===== config.mk =====
export PLATFORM = sky130hd
export DESIGN_NAME = line_conv2d_sequencer
export DESIGN_NICKNAME = d
export VERILOG_FILES = /design/src/rtl/line_conv2d_sequencer.sv
export SDC_FILE = /design/constraint.sdc
export NUM_CORES = 1
export LEC_CHECK = 0
export CELL_PAD_IN_SITES_DETAIL_PLACEMENT = 2
export CELL_PAD_IN_SITES_GLOBAL_PLACEMENT = 2
export CORE_MARGIN = 4
export CORE_UTILIZATION = 33
export DETAILED_ROUTE_END_ITERATION = 7
export PLACE_DENSITY = 0.85
export RECOVER_POWER = 50
export SYNTH_ARGS = -nofsm -noshare
export SYNTH_HDL_FRONTEND = slang
export SYNTH_SLANG_ARGS = --single-unit

===== constraint.sdc =====
create_clock -name clk -period 5.8 [get_ports clk]
set_input_delay 1.16 -clock clk [delete_from_list [all_inputs] [get_ports clk]]
set_output_delay 1.16 -clock clk [all_outputs]
set_load 0.005 [all_outputs]

===== src/rtl/line_conv2d_sequencer.sv =====
// line_conv2d_sequencer: control FSM for a line conv2d engine.
// It requests activation lines from the external feeder, pops the input and
// weight buffers in step with PE0 psums, runs the NUM_KCPE-beat external
// weight fetch at each kernel-row wrap, and flags job completion and underrun.
module line_conv2d_sequencer #(
  parameter int NUM_KCPE          = 3,
  parameter int NUM_KCPE_WIDTH    = 2,
  parameter int REG_WIDTH         = 32,
  parameter int CNT_WIDTH         = 16,
  parameter int KERNEL_SIZE_WIDTH = 4
) (
  input  logic                 clk,
  input  logic                 rst,
  input  logic [REG_WIDTH-1:0] i_conf_ctrl,
  input  logic [REG_WIDTH-1:0] i_conf_weightinterval,
  input  logic [REG_WIDTH-1:0] i_conf_kernelshape,
  input  logic [REG_WIDTH-1:0] i_conf_inputshape,
  input  logic [REG_WIDTH-1:0] i_conf_numpsum,
  input  logic                 i_buf_full,
  input  logic                 i_buf_empty,
  input  logic                 i_psum_val,
  output logic                 o_data_req,
  output logic                 o_data_end,
  output logic                 o_buf_data_req,
  output logic                 o_buf_weight_req,
  output logic                 o_weight_req,
  output logic                 o_busy,
  output logic                 o_done,
  output logic                 o_err_underrun
);

  typedef enum logic [1:0] {S_IDLE, S_PRELOAD, S_RUN, S_DONE} state_t;

  state_t                      r_state;
  logic                        r_start_d;
  logic                        r_data_req;
  logic                        r_fetch_done;
  logic [CNT_WIDTH-1:0]        r_col_cnt;
  logic [CNT_WIDTH-1:0]        r_line_cnt;
  logic [REG_WIDTH-1:0]        r_psum_cnt;
  logic [REG_WIDTH-1:0]        r_tot_cnt;
  logic [KERNEL_SIZE_WIDTH-1:0] r_krow_cnt;
  logic [NUM_KCPE_WIDTH-1:0]   r_burst_cnt;
  logic                        r_wpulse;
  logic                        r_err;

  logic                        w_enb;
  logic                        w_start;
  logic                        w_clr;
  logic                        w_start_edge;
  logic                        w_job_start;
  logic [CNT_WIDTH-1:0]        w_cols_m1;
  logic [15:0]                 w_lines_field;
  logic [CNT_WIDTH-1:0]        w_lines_m1;
  logic [KERNEL_SIZE_WIDTH-1:0] w_krows_m1;
  logic                        w_col_last;
  logic                        w_line_last;
  logic                        w_data_end;
  logic                        w_fetch_done_nxt;
  logic                        w_unused;

  assign w_enb         = i_conf_ctrl[0];
  assign w_start       = i_conf_ctrl[1];
  assign w_clr         = i_conf_ctrl[2];
  assign w_start_edge  = w_start & ~r_start_d;
  assign w_job_start   = w_enb & (r_state == S_IDLE) & w_start_edge;

  assign w_cols_m1     = i_conf_inputshape[CNT_WIDTH-1:0];
  assign w_lines_field = i_conf_inputshape[CNT_WIDTH+15:CNT_WIDTH];
  assign w_lines_m1    = CNT_WIDTH'(w_lines_field);
  assign w_krows_m1    = i_conf_kernelshape[KERNEL_SIZE_WIDTH-1:0];

  // Only the low fields of the shape/ctrl words are meaningful.
  assign w_unused = ^{i_conf_ctrl, i_conf_kernelshape, i_conf_inputshape};

  // A fetch beat happens only when the registered request is visible (enb=1).
  assign w_col_last       = (r_col_cnt == w_cols_m1);
  assign w_line_last      = (r_line_cnt == w_lines_m1);
  assign w_data_end       = w_enb & r_data_req & w_col_last & (r_state != S_IDLE);
  // Look-ahead so the request drops right after the final end-of-line beat.
  assign w_fetch_done_nxt = r_fetch_done | (w_data_end & w_line_last);

  // Start-level sampler for edge detection; tracks the bit regardless of enb.
  always_ff @(posedge clk or negedge rst) begin
    if (!rst) r_start_d <= 1'b0;
    else      r_start_d <= w_start;
  end

  // Job FSM: psum/row/kernel-row counting, weight pulse, burst, underrun.
  always_ff @(posedge clk or negedge rst) begin
    if (!rst) begin
      r_state     <= S_IDLE;
      r_psum_cnt  <= '0;
      r_tot_cnt   <= '0;
      r_krow_cnt  <= '0;
      r_burst_cnt <= '0;
      r_wpulse    <= 1'b0;
      r_err       <= 1'b0;
    end else if (w_clr) begin
      r_state     <= S_IDLE;
      r_psum_cnt  <= '0;
      r_tot_cnt   <= '0;
      r_krow_cnt  <= '0;
      r_burst_cnt <= '0;
      r_wpulse    <= 1'b0;
      r_err       <= 1'b0;
    end else if (w_enb) begin
      r_wpulse <= 1'b0;
      if (r_burst_cnt != '0) r_burst_cnt <= r_burst_cnt - 1'b1;
      case (r_state)
        S_IDLE: begin
          if (w_start_edge) begin
            r_state     <= S_PRELOAD;
            r_psum_cnt  <= '0;
            r_tot_cnt   <= '0;
            r_krow_cnt  <= '0;
            r_burst_cnt <= '0;
            r_err       <= 1'b0;
          end
        end
        S_PRELOAD: begin
          if (i_buf_full) r_state <= S_RUN;
        end
        S_RUN: begin
          if (i_psum_val & i_buf_empty) r_err <= 1'b1;
          if (i_psum_val) begin
            if (r_tot_cnt == i_conf_numpsum) begin
              // Final psum wins: no weight pulse, burst cut short.
              r_state     <= S_DONE;
              r_burst_cnt <= '0;
            end else begin
              r_tot_cnt <= r_tot_cnt + 1'b1;
              if (r_psum_cnt == i_conf_weightinterval) begin
                r_psum_cnt <= '0;
                r_wpulse   <= 1'b1;
                if (r_krow_cnt == w_krows_m1) begin
                  r_krow_cnt  <= '0;
                  r_burst_cnt <= NUM_KCPE_WIDTH'(NUM_KCPE);
                end else begin
                  r_krow_cnt <= r_krow_cnt + 1'b1;
                end
              end else begin
                r_psum_cnt <= r_psum_cnt + 1'b1;
              end
            end
          end
        end
        S_DONE: begin
          r_state     <= S_IDLE;
          r_burst_cnt <= '0;
        end
        default: r_state <= S_IDLE;
      endcase
    end
  end

  // Activation fetch: column/line counters and the registered request.
  always_ff @(posedge clk or negedge rst) begin
    if (!rst) begin
      r_col_cnt    <= '0;
      r_line_cnt   <= '0;
      r_fetch_done <= 1'b0;
      r_data_req   <= 1'b0;
    end else if (w_clr) begin
      r_col_cnt    <= '0;
      r_line_cnt   <= '0;
      r_fetch_done <= 1'b0;
      r_data_req   <= 1'b0;
    end else if (w_enb) begin
      if (w_job_start) begin
        r_col_cnt  <= '0;
        r_line_cnt <= '0;
      end else if (r_data_req) begin
        if (w_col_last) begin
          r_col_cnt  <= '0;
          r_line_cnt <= w_line_last ? '0 : r_line_cnt + 1'b1;
        end else begin
          r_col_cnt <= r_col_cnt + 1'b1;
        end
      end
      r_fetch_done <= w_job_start ? 1'b0 : w_fetch_done_nxt;
      r_data_req   <= ((r_state == S_PRELOAD) | (r_state == S_RUN)) &
                      ~i_buf_full & ~w_fetch_done_nxt;
    end
  end

  // Requests are masked while disabled; state behind them simply holds.
  assign o_data_req       = w_enb & r_data_req;
  assign o_data_end       = w_data_end;
  assign o_buf_data_req   = w_enb & (((r_state == S_PRELOAD) & i_buf_full) |
                                     ((r_state == S_RUN) & i_psum_val));
  assign o_buf_weight_req = w_enb & (((r_state == S_PRELOAD) & i_buf_full) | r_wpulse);
  assign o_weight_req     = w_enb & (r_burst_cnt != '0);
  assign o_busy           = (r_state != S_IDLE);
  assign o_done           = w_enb & (r_state == S_DONE);
  assign o_err_underrun   = r_err;

endmodule


# After elaboration in Yosys (flattened, before gate mapping)
# Index checks and enable logic that the tools add are counted.
op_classes:
  n_mux: 63
  add_sub_neg: 6
  reduce_logical: 13
  n_eq_ne: 15
  bitwise: 23
op_table:
  columns: ["operator", "n"]
  rows:
  - ["$mux 32", 10]
  - ["$mux 16", 11]
  - ["$pmux 32 s2", 2]
  - ["$add 32x1->32 const B", 2]
  - ["$eq 32x32->1", 2]
  - ["$add 16x1->16 const B", 2]
  - ["$eq 16x16->1", 2]
  - ["$mux 2", 14]
  - ["$mux 4", 7]
  - ["$ne 3x3->1 const B", 7]
  - ["$and 1x1->1", 16]
  - ["$mux 1", 15]
  - ["$reduce_and 5->1", 2]
  - ["$reduce_bool 3->1", 3]
  - ["$pmux 2 s4", 1]
  - ["$pmux 4 s2", 1]
  - ["$pmux 2 s3", 1]
  - ["$reduce_and 6->1", 1]
  - ["$reduce_bool 2->1", 3]
  - ["$add 4x1->4 const B", 1]
  - ["$eq 2x2->1 const B", 2]
  - ["$eq 4x4->1", 1]
  - ["$or 1x1->1", 4]
  - ["$reduce_and 4->1", 1]
  - ["other kinds (7)", 9]
totals:
  regBits: 109
  in_bits: 165
  output_inout_bits: 8

# Longest topological paths before layout
# Gate-level depths: netlist of the first run.
depth:
  depth_word: 9
  ltp_mapped: 12
  depth_no_buf: 8

# Least setup slack after synthesis of the first run
# Ideal clock, no wire load.
synth_timing:
  path_type: "input port to output port"
  start: "in i_conf_inputshape[13]"
  end: "out o_data_end"
  arrival_time_ns: 2.070
  path_buffers: 0
  slack_ns: 2.570
  stages: 5
  cell_sequence: "xnor2_1 > nand4_1 > nor4_4 > nand2_1 > nor2_1"
synth_between:
  elab_chain_cells: 3
synth_lines:
  columns: ["item", "line", "source"]
  rows:
  - ["start: declaration", "17", "input logic [REG_WIDTH-1:0] i_conf_inputshape,"]
  - ["$eq 16x16->1", "77", "assign w_col_last = (r_col_cnt == w_cols_m1);"]
  - ["$and 1x1->1 (2 in a row)", "79", "assign w_data_end = w_enb & r_data_req & w_col_last & (r_state != S_IDLE);"]
  - ["end: declaration", "23", "output logic o_data_end,"]
# Every way passes these cells.

# Final worst setup path of the first run
layout_timing:
  start: "in i_conf_ctrl[0]"
  end: "out o_data_end"
layout_between:
  elab_chain_cells: 3
layout_lines:
  columns: ["item", "line", "source"]
  rows:
  - ["start: declaration", "14", "input logic [REG_WIDTH-1:0] i_conf_ctrl,"]
  - ["$and 1x1->1 (3 in a row)", "79", null]
# Every way passes these cells.

==> run_results.csv, run 1 <==
group,metric,value,unit
clock_network,cts_resized,0,
sta,layout_min_cycle_time,4540,ps
clock_network,cts_sinks,109,
sta,finalCritPeriodShare,78.2,%
clock_network,htreeDepth,3,
sta,skew,16.9,ps
floorplan,die_x,158,um
detailed_routing,vias_per_cell,5.70,
grt,busiest_layer,"met2",
clock_network,cts_tree,"done",
place,dp.cells,1198,
sta,tightest_slew,3210,ps
sta,rsz0062_at_grt,"false",
critical_path,critPathMaxFanout,19,
critical_path,crit_chain,"dlygate4sd3_1, nand2_1, inv_1, nand2_1, nor2_1, clkdlybuf4s50_1",
synthesis,synthCells,836,
synthesis,synth-async-reset-ratio,100,%
finish,multi_input_area,0.00445,mm2
critical_path,cp.required,4640,ps
clock_network,holdBufCountCts,0,
critical_path,criticalPathCategory,"in -> out",
critical_path,slowest_delay,950,ps
pwr,total_power,1.69,mW
synthesis,ys_seq_area_share,36.7,%
job,maxCapViolCount,1,
clock_network,cts-root-buf,"clkbuf_16",
grt,antenna_found_initial,0,
finish,regArea,0.00273,mm2
detailed_routing,drt-wirelength-per-cell,21.0,um
sta,hold_viol_final,0,
clock_network,cts_made_buffers,9,
critical_path,start_kind,"primary input",
finish,final_nets,1103,
critical_path,reg2reg_slack,2480,ps
detailed_routing,via_count,6925,
synthesis,yosys_warnings,0,
grt,met1_usage,27.4,%
floorplan,die_area,0.0250,mm2
min_path,min_path_type,"reg -> reg",
clock_network,post_cts_buffers,0,
floorplan,placementRows,54,
grt,grtUsageMet3,2.00,%
detailed_routing,dr.pass1.iters,4,
pwr,clkPwrFrac,38.0,%
critical_path,cp_data_arrival_time,3380,ps
grt,gr-usage-met2,36.4,%
floorplan,boundaryPins,173,
grt,grt_pass1_vias,7459,
synthesis,synth_cell_types,68,
pwr,switching_share,28.4,%
synthesis,synth_fp_nets,1010,
critical_path,crit_path_end_kind,"output pin",
finish,layout_common_cells,"111 x clkdlybuf4s50_1, 109 x dfrtp_1, 107 x xnor2_1",
run_status,outcome,"complete, but fails checks",
floorplan,die_h,158,um
detailed_routing,drt-initial-drc-count,287,
synthesis,syn_area,0.00743,mm2
grt,track_usage,20.6,%
finish,final_cells,1214,
critical_path,cpMostUsedCell,"nand2_1",
floorplan,start_util,33.9,%
finish,area_growth,22.4,%
clock_network,clk-insertion-delay-late,370,ps
pwr,power.share.combinational,16.3,%
finish,antenna_cells,0,
grt,grt_remaining_overflow,0,
detailed_routing,route.antenna.remaining_nets,0,
pwr,power_leakage,3.62,nW
pwr,sequentialPowerShare,45.7,%
synthesis,yosys_register_bits,109,
pwr,powerDensity,186,mW/mm2
detailed_routing,drc,0,
detailed_routing,wl,25500,um
pwr,p_sw,0.480,mW
synthesis,synth_area_per_cell,8.89,um2
place,dp_hpwl,18700,um
clock_network,clkTransAtPathRegs,80,ps
finish,drive_gt1_share,5.57,%
pwr,ir_drop,0.126,mV
sta,max_freq,0.220,GHz
synthesis,synth-edff-count,0,
floorplan,coreArea,0.0220,mm2
sta,slew_headroom,-114,%
sta,finalMaxSlewViolations,56,
synthesis,ys.flop_type,"dfrtp_1",
finish,layout_commonest_cell,"clkdlybuf4s50_1",
place,place_congestion,0.819,
sta,tns,0,ps
critical_path,cp_slowest_cell,"dlygate4sd3_1",
finish,fillers,2392,
place,portBuffers,115,
grt,grt_pass1_wl,41000,um
clock_network,clock_path_buffers,2,
run_status,violations,"capacitance limit, slew limit",
sta,setup_violations,0,
pwr,intPower,1.21,mW
grt,grt_max_degree,56,
cells by family (layout without fill, tap and decap cells):
group	count (synthesis)	in the layout	synth area share, %
muxes	7	7	0.976
DFF	109	109	36.7
and+or+nand+nor	346	346	25.9
adders and majority gates	9	9	1.51
xor gates and xnor gates	118	118	13.9
AOI/OAI and AO/OA	187	187	17.2
buffers and inverters	60	158	3.77
critical path, delay by kind of cell:
family	cells	cell delay, ps
buffers and inverters	3	1720
and+or+nand+nor	3	500
worst paths after layout:
kind	start	end	cells past startpoint
max	i_conf_ctrl[0]	o_data_end	6
max in group asynchronous	rst	r_krow_cnt[0]	2
min reg2reg	r_fetch_done	r_fetch_done	2
min in group asynchronous	rst	r_psum_cnt[30]	1
min	r_fetch_done	r_fetch_done	2
max reg2reg	r_state[0]	r_line_cnt[4]	7
synth_stat cells, types with 6 or more instances:
cell type | instances | area [um2]
a211oi_1 | 11 | 82.6
a21o_1 | 22 | 165
a21oi_1 | 30 | 150
a22o_1 | 19 | 166
a31oi_1 | 9 | 56.3
and2_1 | 7 | 43.8
and3_1 | 26 | 163
and4_1 | 10 | 87.6
buf_2 | 26 | 130
clkbuf_1 | 13 | 48.8
dfrtp_1 | 109 | 2730
ha_1 | 9 | 113
inv_1 | 16 | 60.1
nand2_1 | 72 | 270
nand3_1 | 38 | 190
nand4_1 | 44 | 275
nor2_1 | 59 | 221
nor2b_1 | 11 | 68.8
nor3_1 | 11 | 55.1
nor4_1 | 14 | 87.6
o211ai_1 | 6 | 45.0
o21ai_0 | 44 | 220
or3_1 | 10 | 62.6
or4_1 | 15 | 113
xnor2_1 | 107 | 937
xor2_1 | 11 | 96.3
power groups by stage:
stage / registers, mW / logic (mW) / clock network [mW]
finish: 0.773 / 0.275 / 0.643
floorplan: 0.787 / 0.132 / 0
global route: 0.775 / 0.302 / 0.690
detailed placement: 0.789 / 0.279 / 0
CTS: 0.773 / 0.281 / 0.659
global placement: 0.788 / 0.272 / 0
per-stage QoR:
stage / setup WS (ps) / area (um2) / util (%) / hold WS, ps
after floorplan: 2570 / 7430 / - / 468
after CTS: 1290 / 9100 / 41.5 / 517
final: 1260 / 9100 / 41.4 / 507
after global routing: 1090 / 9100 / 41.4 / 562
after detailed placement: 1310 / 8810 / 40.1 / 497
after global placement: 1310 / 8810 / 40.1 / 489
final cells by class:
type                    count  area share [%]
repair buffers            124            13.3
flip-flops and latches    109            30.0
well taps                 280            3.85
multi-input cells         667            48.9
inverters                  18           0.743
clock inverters             5           0.468
clock buffers              11            2.78
per-layer routing:
layer | part of all wire, % | vias up
met5 | 0 | -
met4 | 0.88 | 0
met3 | 2.1 | 13
met2 | 51 | 95
met1 | 46 | 3562
li1 | - | 3255
registers in the layout (all words and copies together), names as in the netlist:
| name | flops |
|---|---|
| r_krow_cnt | 4 |
| r_start_d | 1 |
| r_data_req | 1 |
| r_burst_cnt | 2 |
| r_wpulse | 1 |
| r_psum_cnt | 32 |
| o_err_underrun | 1 |
| r_fetch_done | 1 |
| r_col_cnt | 16 |
| r_tot_cnt | 32 |
| r_line_cnt | 16 |
| r_state | 2 |
Power figures use the tool's default switching activity.
==> run 2, diff against run 1 <==
--- a/config.mk
+++ b/config.mk
@@ -8,9 +8,9 @@
 export CELL_PAD_IN_SITES_DETAIL_PLACEMENT = 2
 export CELL_PAD_IN_SITES_GLOBAL_PLACEMENT = 2
 export CORE_MARGIN = 4
-export CORE_UTILIZATION = 33
+export CORE_UTILIZATION = 27
 export DETAILED_ROUTE_END_ITERATION = 7
-export PLACE_DENSITY = 0.85
+export PLACE_DENSITY = 0.74
 export RECOVER_POWER = 50
 export SYNTH_ARGS = -nofsm -noshare
 export SYNTH_HDL_FRONTEND = slang
==> constraint.sdc (replaced) <==
create_clock -name clk -period 3.7 [get_ports clk]
set_input_delay 0.74 -clock clk [delete_from_list [all_inputs] [get_ports clk]]
set_output_delay 0.74 -clock clk [all_outputs]
set_load 0.005 [all_outputs]
==> run_results.csv, run 2 (synthesized netlist as in run 1, its figures left out) <==
group,metric,value,unit
pwr,ir_drop,0.215,mV
detailed_routing,wl,25800,um
critical_path,slowest_delay,520,ps
sta,layout_min_cycle_time,3370,ps
finish,reg_top3,"r_psum_cnt x32, r_tot_cnt x32",
clock_network,clock_path_buffers,2,
pwr,clkPwrFrac,36.9,%
pwr,total_power,2.63,mW
clock_network,clk-insertion-delay-late,360,ps
detailed_routing,vias_per_cell,5.37,
critical_path,cp.required,2960,ps
grt,grt_remaining_overflow,0,
detailed_routing,via_count,6960,
pwr,power_leakage,3.72,nW
place,dpl_worst_slack,272,ps
pwr,sequentialPowerShare,46.0,%
grt,grt_pass1_wl,42200,um
detailed_routing,drt-initial-drc-count,340,
min_path,min_path_type,"reg -> reg",
sta,fin_ws,327,ps
grt,grt_max_degree,50,
floorplan,die_h,174,um
run_status,violations,"capacitance limit, slew limit",
clock_network,cts_tree,"done",
critical_path,cp_data_arrival_time,2630,ps
place,portBuffers,115,
finish,finish.instance_area,0.00934,mm2
floorplan,die_area,0.0303,mm2
clock_network,cts_made_buffers,9,
pwr,switching_share,27.6,%
clock_network,cts_resized,0,
floorplan,boundaryPins,173,
clock_network,holdBufCountCts,0,
critical_path,cp_slowest_cell,"clkdlybuf4s50_1",
run_status,outcome,"complete, but fails checks",
sta,tightest_slew,2120,ps
finish,drive_gt1_share,7.23,%
sta,slew_headroom,-41.0,%
sta,rsz0062_at_grt,"false",
pwr,p_sw,0.727,mW
critical_path,cpMostUsedCell,"clkdlybuf4s50_1",
detailed_routing,drc,0,
detailed_routing,dr.pass1.iters,6,
clock_network,post_cts_buffers,0,
critical_path,start_kind,"primary input",
finish,area_growth,25.6,%
sta,hold_viol_final,0,
pwr,intPower,1.91,mW
finish,antenna_cells,0,
sta,skew,10.1,ps
clock_network,cts-root-buf,"clkbuf_16",
job,maxCapViolCount,1,
critical_path,crit_chain,"clkdlybuf4s50_1, xnor2_1, nand4_1, nor4_4, nand2_1, nor2_1, clkdlybuf4s50_1",
place,dp_hpwl,19400,um
sta,finalMaxSlewViolations,32,
place,place_congestion,0.781,
sta,tns,0,ps
critical_path,critPathMaxFanout,3,
critical_path,crit_path_end_kind,"output pin",
clock_network,clkTransAtPathRegs,70,ps
finish,layout_commonest_cell,"clkdlybuf4s50_1",
floorplan,placementRows,60,
sta,max_freq,0.297,GHz
grt,antenna_found_initial,0,
critical_path,criticalPathCategory,"in -> out",
sta,finalCritPeriodShare,91.2,%
pwr,powerDensity,282,mW/mm2
place,place_area,0.00907,mm2
sta,hold_slack,525,ps
pwr,power.share.combinational,17.1,%
detailed_routing,drt-wirelength-per-cell,19.9,um
grt,grt_pass1_vias,7703,
finish,layout_common_cells,"112 x clkdlybuf4s50_1, 109 x dfrtp_1, 107 x xnor2_1",
floorplan,coreArea,0.0270,mm2
grt,track_usage,17.0,%
detailed_routing,route.antenna.remaining_nets,0,
sta,setup_violations,0,
floorplan,start_util,27.5,%
finish,final_nets,1123,
clock_network,cts_sinks,109,
floorplan,die_x,174,um
clock_network,htreeDepth,3,
## run 2: final cells by class
class	instances	area (um2)
Clock buffer	13	260
Clock inverter	3	20.0
Fill cell	3010	17700
Inverter	18	67.6
Multi-Input combinational cell	667	4450
Sequential cell	109	2730
Tap cell	341	427
Timing Repair Buffer	144	1390
## run 2: power groups by stage
stage,Sequential (mW),Combinational (mW),Clock [mW]
after floorplan,1.23,0.206,0
after global placement,1.24,0.444,0
after detailed placement,1.24,0.459,0
after global routing,1.21,0.496,1.05
after CTS,1.21,0.463,1.01
final,1.21,0.451,0.972
## run 2: metrics by stage
| step | utilization, % | instances |
|---|---|---|
| finish | 34.6 | 1295 |
| global placement | 33.6 | 1279 |
| detailed placement | 33.6 | 1279 |
| CTS | 34.6 | 1295 |
| global route | 34.6 | 1295 |
| floorplan | - | 836 |
## run 2: metal layers
| layer | routed length [um] | up-vias | track usage [%] |
|---|---|---|---|
| met1 | 12100 | 3558 | 22.3 |
| li1 | - | 3296 | - |
| met5 | 0 | - | 0 |
| met3 | 656 | 14 | 2.41 |
| met2 | 12900 | 92 | 29.9 |
| met4 | 244 | 0 | 3.23 |
## run 2: final timing paths
kind,from,end,slack (ps),depth (start not counted)
max,i_conf_inputshape[8],o_data_end,330,7
max in group asynchronous,rst,r_tot_cnt[4],950,2
min in group asynchronous,rst,r_psum_cnt[26],990,1
min,r_fetch_done,r_fetch_done,530,2
max reg2reg,r_state[0],r_tot_cnt[23],880,9
min reg2reg,r_fetch_done,r_fetch_done,530,2
## run 2: critical path: cells and delay by family
family        cells  cell delay [ps]
xor+xnor          1              120
buf+inv           2             1000
simple gates      4              770
==> run 3, diff against run 2 <==
--- a/config.mk
+++ b/config.mk
@@ -5,13 +5,14 @@
 export SDC_FILE = /design/constraint.sdc
 export NUM_CORES = 1
 export LEC_CHECK = 0
+export CAP_MARGIN = 5
 export CELL_PAD_IN_SITES_DETAIL_PLACEMENT = 2
 export CELL_PAD_IN_SITES_GLOBAL_PLACEMENT = 2
 export CORE_MARGIN = 4
 export CORE_UTILIZATION = 27
 export DETAILED_ROUTE_END_ITERATION = 7
 export PLACE_DENSITY = 0.74
-export RECOVER_POWER = 50
+export RECOVER_POWER = 100
 export SYNTH_ARGS = -nofsm -noshare
 export SYNTH_HDL_FRONTEND = slang
 export SYNTH_SLANG_ARGS = --single-unit
==> run_results.csv, run 3 (synthesized netlist as in run 1, its figures left out) <==
group,metric,value,unit
finish,fillers,3026,
sta,skew,10.4,ps
sta,rsz0062_at_grt,"false",
sta,setup_violations,0,
finish,reg_top3,"r_psum_cnt x32, r_tot_cnt x32",
clock_network,cts-root-buf,"clkbuf_16",
finish,layout_commonest_cell,"dfrtp_1",
floorplan,placementRows,60,
grt,antenna_found_initial,0,
critical_path,cp_data_arrival_time,2730,ps
finish,final_nets,1123,
clock_network,clkTransAtPathRegs,70,ps
finish,drive_gt1_share,6.08,%
critical_path,cpMostUsedCell,"dlygate4sd3_1",
detailed_routing,wl,25800,um
grt,grt_remaining_overflow,0,
grt,track_usage,17.0,%
run_status,outcome,"complete, but fails checks",
clock_network,cts_sinks,109,
sta,finalCritPeriodShare,93.9,%
sta,layout_min_cycle_time,3470,ps
detailed_routing,drt-wirelength-per-cell,19.9,um
grt,grt_pass1_vias,7703,
run_status,violations,"capacitance limit, slew limit",
critical_path,crit_path_end_kind,"output pin",
critical_path,cp-startpoint,"i_conf_ctrl[0]",
critical_path,criticalPathCategory,"in -> out",
sta,hold_slack,524,ps
min_path,hold_depth,2,
sta,slew_headroom,-40.4,%
critical_path,critPathMaxFanout,16,
min_path,min_path_type,"reg -> reg",
pwr,power_leakage,3.72,nW
finish,antenna_cells,0,
detailed_routing,dr.pass1.iters,6,
floorplan,boundaryPins,173,
sta,max_freq,0.288,GHz
floorplan,start_util,27.5,%
detailed_routing,drc,0,
floorplan,coreArea,0.0270,mm2
detailed_routing,route.antenna.remaining_nets,0,
pwr,ir_drop,0.214,mV
critical_path,worstSetupEndpoint,"o_weight_req",
clock_network,clock_path_buffers,2,
finish,area_growth,24.9,%
critical_path,crit_chain,"dlygate4sd3_1, clkbuf_1, o21a_1, dlygate4sd3_1",
critical_path,start_kind,"primary input",
job,maxCapViolCount,1,
floorplan,die_area,0.0303,mm2
clock_network,cts_made_buffers,9,
sta,hold_viol_final,0,
clock_network,htreeDepth,3,
clock_network,cts_resized,0,
critical_path,reg2reg_slack,760,ps
critical_path,rr_startpoint,"r_psum_cnt[8]",
place,dp_hpwl,19400,um
detailed_routing,vias_per_cell,5.37,
critical_path,worstReg2RegEnd,"r_psum_cnt[26]",
clock_network,cts_tree,"done",
floorplan,die_x,174,um
finish,layout_common_cells,"109 x dfrtp_1, 107 x xnor2_1, 105 x clkdlybuf4s50_1",
pwr,powerDensity,283,mW/mm2
detailed_routing,drt-initial-drc-count,345,
critical_path,slowest_delay,610,ps
sta,tns,0,ps
sta,tightest_slew,2110,ps
clock_network,clk-insertion-delay-late,360,ps
clock_network,holdBufCountCts,0,
place,place_congestion,0.781,
critical_path,cp.required,2960,ps
critical_path,rr_worst_depth,8,
floorplan,die_h,174,um
grt,grt_max_degree,50,
clock_network,post_cts_buffers,0,
place,portBuffers,115,
grt,grt_pass1_wl,42200,um
sta,finalMaxSlewViolations,32,
detailed_routing,via_count,6950,
critical_path,cp_slowest_cell,"dlygate4sd3_1",
-- run 3: how the worst min path moves through the flow --
stage,start,endpoint
final,r_fetch_done,r_fetch_done
after floorplan,rst,o_err_underrun
after global placement,r_fetch_done,r_fetch_done
after detailed placement,r_fetch_done,r_fetch_done
after CTS,rst,r_tot_cnt[20]
after global routing,r_fetch_done,r_fetch_done
-- run 3: stage by stage --
| step | utilization [%] | cell area [um2] | std cells | power (mW) | setup WS [ps] |
|---|---|---|---|---|---|
| global route | 34.4 | 9290 | 1295 | 2.76 | 116 |
| CTS | 34.6 | 9350 | 1295 | 2.69 | 260 |
| detailed placement | 33.6 | 9070 | 1279 | 1.70 | 272 |
| floorplan | - | 7430 | 836 | 1.44 | 1290 |
| global placement | 33.6 | 9070 | 1279 | 1.68 | 277 |
| finish | 34.4 | 9290 | 1295 | 2.63 | 227 |
-- run 3: cell type report --
type,instances,area [um2],area share (%)
tap,341,427,4.59
inverter,18,67.6,0.727
clock inverter,3,20.0,0.216
timing repair buffer,144,1370,14.8
clock buffer,13,260,2.80
sequential,109,2730,29.4
multi-input combinational,667,4420,47.5
-- run 3: where the power goes --
| group | switching (mW) | internal [mW] | total (mW) | leakage [nW] |
|---|---|---|---|---|
| Sequential | 0.0128 | 1.20 | 1.21 | 1.52 |
| Combinational | 0.235 | 0.208 | 0.443 | 2.07 |
| Clock | 0.477 | 0.495 | 0.973 | 0.132 |
-- run 3: critical path: cells and delay by family --
family                 cells  cell delay (ps)
buffers and inverters      3             1740
AO/OA/AOI/OAI              1              250
-- run 3: layer usage --
layer,vias up,global-route usage (%),part of all wire (%)
met5,-,0,0
met2,91,29.9,50
met4,0,3.23,0.81
met3,10,2.41,2.6
met1,3557,22.3,47
li1,3292,-,-
